### config.mk
export PLATFORM = sky130hd
export DESIGN_NAME = axi_lite_master
export DESIGN_NICKNAME = d
export VERILOG_FILES = /design/src/rtl/axi_lite_master.sv
export SDC_FILE = /design/constraint.sdc
export NUM_CORES = 1
export LEC_CHECK = 0
export ABC_AREA = 1
export CORE_ASPECT_RATIO = 0.75
export CORE_MARGIN = 5
export CORE_UTILIZATION = 40
export CTS_BUF_LIST = sky130_fd_sc_hd__clkbuf_16
export CTS_CLUSTER_SIZE = 40
export DETAILED_ROUTE_END_ITERATION = 8
export PLACE_DENSITY = 0.86
export REMOVE_ABC_BUFFERS = 1
export SETUP_SLACK_MARGIN = 0.2
export SLEW_MARGIN = 15
export SYNTH_ARGS = -nofsm -noshare
export SYNTH_HDL_FRONTEND = slang
export SYNTH_SLANG_ARGS = --single-unit
### constraint.sdc
create_clock -name aclk -period 2.1 [get_ports aclk]
set_clock_uncertainty 0.1 [all_clocks]
set_input_delay 0.63 -clock aclk [delete_from_list [all_inputs] [get_ports aclk]]
set_output_delay 0.63 -clock aclk [all_outputs]
set_load 0.01 [all_outputs]
### src/rtl/axi_lite_master.sv
// Single-outstanding AXI4-Lite initiator: one command in, one AXI read or write out, one response back.
// Define AXIL_MASTER_TIMEOUT_EN to build the watchdog that drives the timeout flag.
module axi_lite_master #(
  parameter int AXI_ADDR_WIDTH = 12,
  parameter int AXI_DATA_WIDTH = 32,
  parameter int TIMEOUT_CYCLES = 1024
) (
  input  logic                        aclk,
  input  logic                        areset,
  input  logic                        cmd_valid,
  output logic                        cmd_ready,
  input  logic                        cmd_write,
  input  logic [AXI_ADDR_WIDTH-1:0]   cmd_addr,
  input  logic [AXI_DATA_WIDTH-1:0]   cmd_wdata,
  input  logic [AXI_DATA_WIDTH/8-1:0] cmd_wstrb,
  output logic                        rsp_valid,
  input  logic                        rsp_ready,
  output logic                        rsp_write,
  output logic [AXI_DATA_WIDTH-1:0]   rsp_rdata,
  output logic [1:0]                  rsp_resp,
  output logic                        awvalid,
  input  logic                        awready,
  output logic [AXI_ADDR_WIDTH-1:0]   awaddr,
  output logic                        wvalid,
  input  logic                        wready,
  output logic [AXI_DATA_WIDTH-1:0]   wdata,
  output logic [AXI_DATA_WIDTH/8-1:0] wstrb,
  input  logic                        bvalid,
  output logic                        bready,
  input  logic [1:0]                  bresp,
  output logic                        arvalid,
  input  logic                        arready,
  output logic [AXI_ADDR_WIDTH-1:0]   araddr,
  input  logic                        rvalid,
  output logic                        rready,
  input  logic [AXI_DATA_WIDTH-1:0]   rdata,
  input  logic [1:0]                  rresp,
  output logic                        timeout
);

  localparam int STRB_WIDTH = AXI_DATA_WIDTH / 8;

  localparam logic [2:0] S_IDLE    = 3'd0;
  localparam logic [2:0] S_WRITE   = 3'd1;
  localparam logic [2:0] S_WR_RESP = 3'd2;
  localparam logic [2:0] S_RD_ADDR = 3'd3;
  localparam logic [2:0] S_RD_DATA = 3'd4;
  localparam logic [2:0] S_RSP     = 3'd5;

  logic [2:0]                state;
  logic [AXI_ADDR_WIDTH-1:0] addr_q;
  logic [AXI_DATA_WIDTH-1:0] wdata_q;
  logic [STRB_WIDTH-1:0]     wstrb_q;
  logic                      aw_done;
  logic                      w_done;
  logic                      cmd_fire;
  logic                      aw_complete;
  logic                      w_complete;

  // Payload registers drive the AXI buses directly, so they stay stable while valids are held.
  assign awaddr = addr_q;
  assign araddr = addr_q;
  assign wdata  = wdata_q;
  assign wstrb  = wstrb_q;

  assign cmd_fire    = cmd_valid && cmd_ready;
  assign aw_complete = aw_done || (awvalid && awready);
  assign w_complete  = w_done  || (wvalid  && wready);

  // NOTE: state is updated with non-blocking assignments only, so every branch sees the pre-edge values.
  always_ff @(posedge aclk) begin
    if (areset) begin
      state     <= S_IDLE;
      cmd_ready <= 1'b0;
      awvalid   <= 1'b0;
      wvalid    <= 1'b0;
      bready    <= 1'b0;
      arvalid   <= 1'b0;
      rready    <= 1'b0;
      rsp_valid <= 1'b0;
      rsp_write <= 1'b0;
      rsp_rdata <= '0;
      rsp_resp  <= '0;
      addr_q    <= '0;
      wdata_q   <= '0;
      wstrb_q   <= '0;
      aw_done   <= 1'b0;
      w_done    <= 1'b0;
    end else begin
      case (state)
        S_IDLE: begin
          cmd_ready <= 1'b1;
          if (cmd_fire) begin
            cmd_ready <= 1'b0;
            addr_q    <= cmd_addr;
            wdata_q   <= cmd_wdata;
            wstrb_q   <= cmd_wstrb;
            rsp_write <= cmd_write;
            aw_done   <= 1'b0;
            w_done    <= 1'b0;
            if (cmd_write) begin
              awvalid <= 1'b1;
              wvalid  <= 1'b1;
              state   <= S_WRITE;
            end else begin
              arvalid <= 1'b1;
              state   <= S_RD_ADDR;
            end
          end
        end
        S_WRITE: begin
          if (awvalid && awready) begin
            awvalid <= 1'b0;
            aw_done <= 1'b1;
          end
          if (wvalid && wready) begin
            wvalid <= 1'b0;
            w_done <= 1'b1;
          end
          if (aw_complete && w_complete) begin
            bready <= 1'b1;
            state  <= S_WR_RESP;
          end
        end
        S_WR_RESP: begin
          if (bvalid) begin
            bready    <= 1'b0;
            rsp_resp  <= bresp;
            rsp_rdata <= '0;
            rsp_valid <= 1'b1;
            state     <= S_RSP;
          end
        end
        S_RD_ADDR: begin
          if (arready) begin
            arvalid <= 1'b0;
            rready  <= 1'b1;
            state   <= S_RD_DATA;
          end
        end
        S_RD_DATA: begin
          if (rvalid) begin
            rready    <= 1'b0;
            rsp_rdata <= rdata;
            rsp_resp  <= rresp;
            rsp_valid <= 1'b1;
            state     <= S_RSP;
          end
        end
        S_RSP: begin
          if (rsp_ready) begin
            rsp_valid <= 1'b0;
            cmd_ready <= 1'b1;
            state     <= S_IDLE;
          end
        end
        default: state <= S_IDLE;
      endcase
    end
  end

  localparam logic [15:0] TIMEOUT_LIMIT = 16'(TIMEOUT_CYCLES);

`ifdef AXIL_MASTER_TIMEOUT_EN
  logic [15:0] wd_count;
  logic        wd_busy;

  assign wd_busy = (state == S_WRITE) || (state == S_WR_RESP) ||
                   (state == S_RD_ADDR) || (state == S_RD_DATA);

  // The flag is sticky for the whole transaction; the FSM keeps waiting regardless.
  always_ff @(posedge aclk) begin
    if (areset) begin
      wd_count <= '0;
      timeout  <= 1'b0;
    end else if (cmd_fire) begin
      wd_count <= '0;
      timeout  <= 1'b0;
    end else if (wd_busy && (wd_count != 16'hFFFF)) begin
      wd_count <= wd_count + 16'd1;
      if ((wd_count + 16'd1) == TIMEOUT_LIMIT) begin
        timeout <= 1'b1;
      end
    end
  end
`else
  logic unused_timeout_cfg;
  assign unused_timeout_cfg = ^TIMEOUT_LIMIT;
  assign timeout = 1'b0;
`endif

endmodule

==> impl_metrics.env <==
export IMPL_status="completed"
export IMPL_floorplan_die_height_microns=96.5
export IMPL_min_period_over_period_pct=85.0
export IMPL_final_setup_worst_slack_ns=0.315
export IMPL_cts_sinks=95
export IMPL_setup_violators_final=0
export IMPL_worst_slew_pin_slew_ns=0.533
export IMPL_gp_routability_congestion=0.858
export IMPL_floorplan_initialDensity_pct=41.1
export IMPL_wire_length_of_the_first_global_routing_pass_microns=19300
export IMPL_synth_top_area_share_pct=47.7
export IMPL_final_nets=826
export IMPL_cts_tree="done"
export IMPL_grt_setup_unrepaired="false"
export IMPL_startpoint_type="primary input"
export IMPL_cts_h_tree_lvls=3
export IMPL_slowest_stage="sky130_fd_sc_hd__clkdlybuf4s50_1"
export IMPL_post_layout_total_power_mw=7.46
export IMPL_timing_final_crit_period_ns=1.78
export IMPL_post_synthesis_cell_area_sq_um=3990
export IMPL_insertedDiodeCount=0
export IMPL_detailedRoute_firstIterationViolations=202
export IMPL_die_w_microns=125
export IMPL_leakage_nw=3.17
export IMPL_max_stage_delay_ns=0.46
export IMPL_buffer_ports_inserted=195
export IMPL_number_of_max_slew_violations_in_the_final_report=0
export IMPL_dp_slack_ns=-0.0263
export IMPL_yosysUniqueCellTypes=23
export IMPL_drt_pass1_iterations=4
export IMPL_synth_seq_area_share_pct=47.7
export IMPL_critPathBufInv=3
export IMPL_fmax_ghz=0.560
export IMPL_floorplan_io_pins=197
export IMPL_timing_hold_worst_class="flop to flop"
export IMPL_grt_max_degree=58
export IMPL_dr_vias=4035
export IMPL_viasPerCell=4.64
export IMPL_clockRootBuffer="sky130_fd_sc_hd__clkbuf_16"
export IMPL_ys_warnings_count=0
export IMPL_path_common_cell="sky130_fd_sc_hd__nand2_1"
export IMPL_timing_slew_headroom_pct=64.5
export IMPL_worst_path_dominant_cell_family="buffers and inverters"
export IMPL_final_core_utilization_pct=63.6
export IMPL_rows=31
export IMPL_setup_worst_path_class="primary input to flop"
export IMPL_dp_final_hpwl_microns=8910
export IMPL_cts_max_path_buffers=2
export IMPL_first_global_vias=4023
export IMPL_ranking_of_synthesized_cells_by_area="sky130_fd_sc_hd__dfxtp_1, sky130_fd_sc_hd__nor2_1, sky130_fd_sc_hd__inv_1"
export IMPL_cts_buffers=9
export IMPL_synthCells=553
export IMPL_gr_total_overflow=0
export IMPL_yosys_area_top_type="sky130_fd_sc_hd__dfxtp_1"
export IMPL_vdd_ir_drop_max_mv=0.861
export IMPL_worstSetupEndpointType="flop"
export IMPL_finalHoldViolCount=0
export IMPL_antenna_violations_before_repair=0
export IMPL_crit_start="cmd_valid"
export IMPL_worstSkewPairLatency_ns=0.33
export IMPL_antenna_violating_nets_post_route=0
export IMPL_timing_critical_path_cells="clkdlybuf4s50_1 > nand2_1 > buf_4 > inv_1 > nor2_1 > a21oi_1 > nand2_1 > nand2_1 > nand2_1 > nor2_1"
export IMPL_die_area_sq_um=12100
export IMPL_avgRoutedWirePerCell_microns=13.7
export IMPL_area_growth_syn_to_fin_pct=54.6
export IMPL_coreArea_sq_um=9700
export IMPL_num_fill_cells=900
export IMPL_cts_post_setup_buffers_inserted=0
export IMPL_tns_ns=0
export IMPL_critical_path_reg2reg_startpoint="state[0]"
export IMPL_worstPathMaxFanout=3
export IMPL_flip_flop_and_latch_count_after_synthesis=95
export IMPL_holdCritStartpoint="rsp_resp[0]"
export IMPL_final_layout_size_suffix_gt1_share_pct=7.19
export IMPL_power_density_cell_area_nw_per_um2=1210
export IMPL_grt_total_usage_pct=19.5
export IMPL_worstPathRequired_ns=2.27
export IMPL_synth_area_per_cell_sq_um=7.21
export IMPL_cp_data_arrival_time_ns=1.96
export IMPL_clkTransAtPathRegs_ns=0.06
export IMPL_maxCapViolations=0
export IMPL_route_final_wire_length_microns=11900
export IMPL_drt_drc_violations_left=0
export IMPL_cts_hold_buffers=0
[power by group]
part	internal (mW)	total, mW	leakage [nW]	switching, mW
Combinational	1.45	3.31	2.27	1.86
Clock	0.801	1.51	0.123	0.705
Sequential	2.34	2.64	0.776	0.303
Total	4.59	7.46	3.17	2.87
[state kept, by name, summed over array words and instances, names as in the netlist]
register   cells
rsp_rdata     32
cmd_ready      1
w_done         1
rready         1
bready         1
awvalid        1
wvalid         1
state          3
rsp_write      1
wdata         32
aw_done        1
arvalid        1
rsp_resp       2
rsp_valid      1
araddr        12
wstrb          4
[worst reg2reg max path: cells and delay by family (launching register included)]
kind                   cells  cell delay, ns
buffers and inverters      1            0.21
AO/OA/AOI/OAI              1            0.18
AND/OR/NAND/NOR            5            0.71
flip-flops                 1            0.40
[layout by cell type (no fill, tap or decap), types with 8 or more instances in the layout]
master                            count
sky130_fd_sc_hd__nand3_1              8
sky130_fd_sc_hd__clkbuf_16            9
sky130_fd_sc_hd__nor3_1              25
sky130_fd_sc_hd__dlygate4sd2_1      102
sky130_fd_sc_hd__clkdlybuf4s50_1     93
sky130_fd_sc_hd__inv_1               76
sky130_fd_sc_hd__nor3_2               8
sky130_fd_sc_hd__nor2_1             111
sky130_fd_sc_hd__dfxtp_1             95
sky130_fd_sc_hd__nand2_1             73
sky130_fd_sc_hd__buf_4               13
sky130_fd_sc_hd__a21oi_1             38
sky130_fd_sc_hd__o21ai_1              8
sky130_fd_sc_hd__o21ai_0             48
[cell usage after synthesis (all sizes together)]
cell,number
dfxtp,95
nor2,114
nand4,2
conb,1
buf,27
nor3,33
a21oi,45
nand3b,1
o21ai,56
nand3,9
nand2,74
clkbuf,17
inv,78
clkinv,1
[path summary, 6_finish.rpt]
check | slack (ns) | to | cells past startpoint
worst min-delay path | 0.35 | rsp_resp[0] | 2
worst max register to register | 0.39 | rsp_rdata[16] | 7
worst max-delay path | 0.32 | state[2] | 10
worst min register to register | 0.35 | rsp_resp[0] | 2
[through the flow]
stage	cells	area, sq um	hold WS (ns)
floorplan	509	3730	0.336
global placement	853	6010	0.338
detailed placement	853	6010	0.347
CTS	869	6160	0.355
global route	869	6170	0.387
finish	869	6170	0.347
[cell type report]
cell class | instances | area (sq um) | area share (%)
clock buffers | 9 | 225 | 3.65
well taps | 132 | 165 | 2.68
multi-input cells | 335 | 1540 | 24.9
flip-flops and latches | 95 | 1900 | 30.8
clock inverters | 7 | 47.5 | 0.771
inverters | 79 | 297 | 4.81
repair buffers | 212 | 1990 | 32.3
[cell families after synthesis]
| logic type | after synthesis | synth area share (%) |
|---|---|---|
| other | 1 | 0.0940 |
| AND/OR/NAND/NOR | 233 | 25.0 |
| flip-flops | 95 | 47.7 |
| AO/OA/AOI/OAI | 101 | 13.3 |
| buffers and inverters | 123 | 13.9 |
[repair_timing]
action,in CTS,in global routing
pin swaps,0,1
setup endpoints to repair,102,8
gates cloned,0,0
endpoints found under the hold margin,0,0
gates resized for setup,102,3
[metal layers]
layer  GRT usage, %  wire, microns
met2           34.2           5960
met1           22.8           4950
met4           6.32            244
met5              0              0
met3           6.48            791
Note: power is estimated with default switching activity, not from simulation.
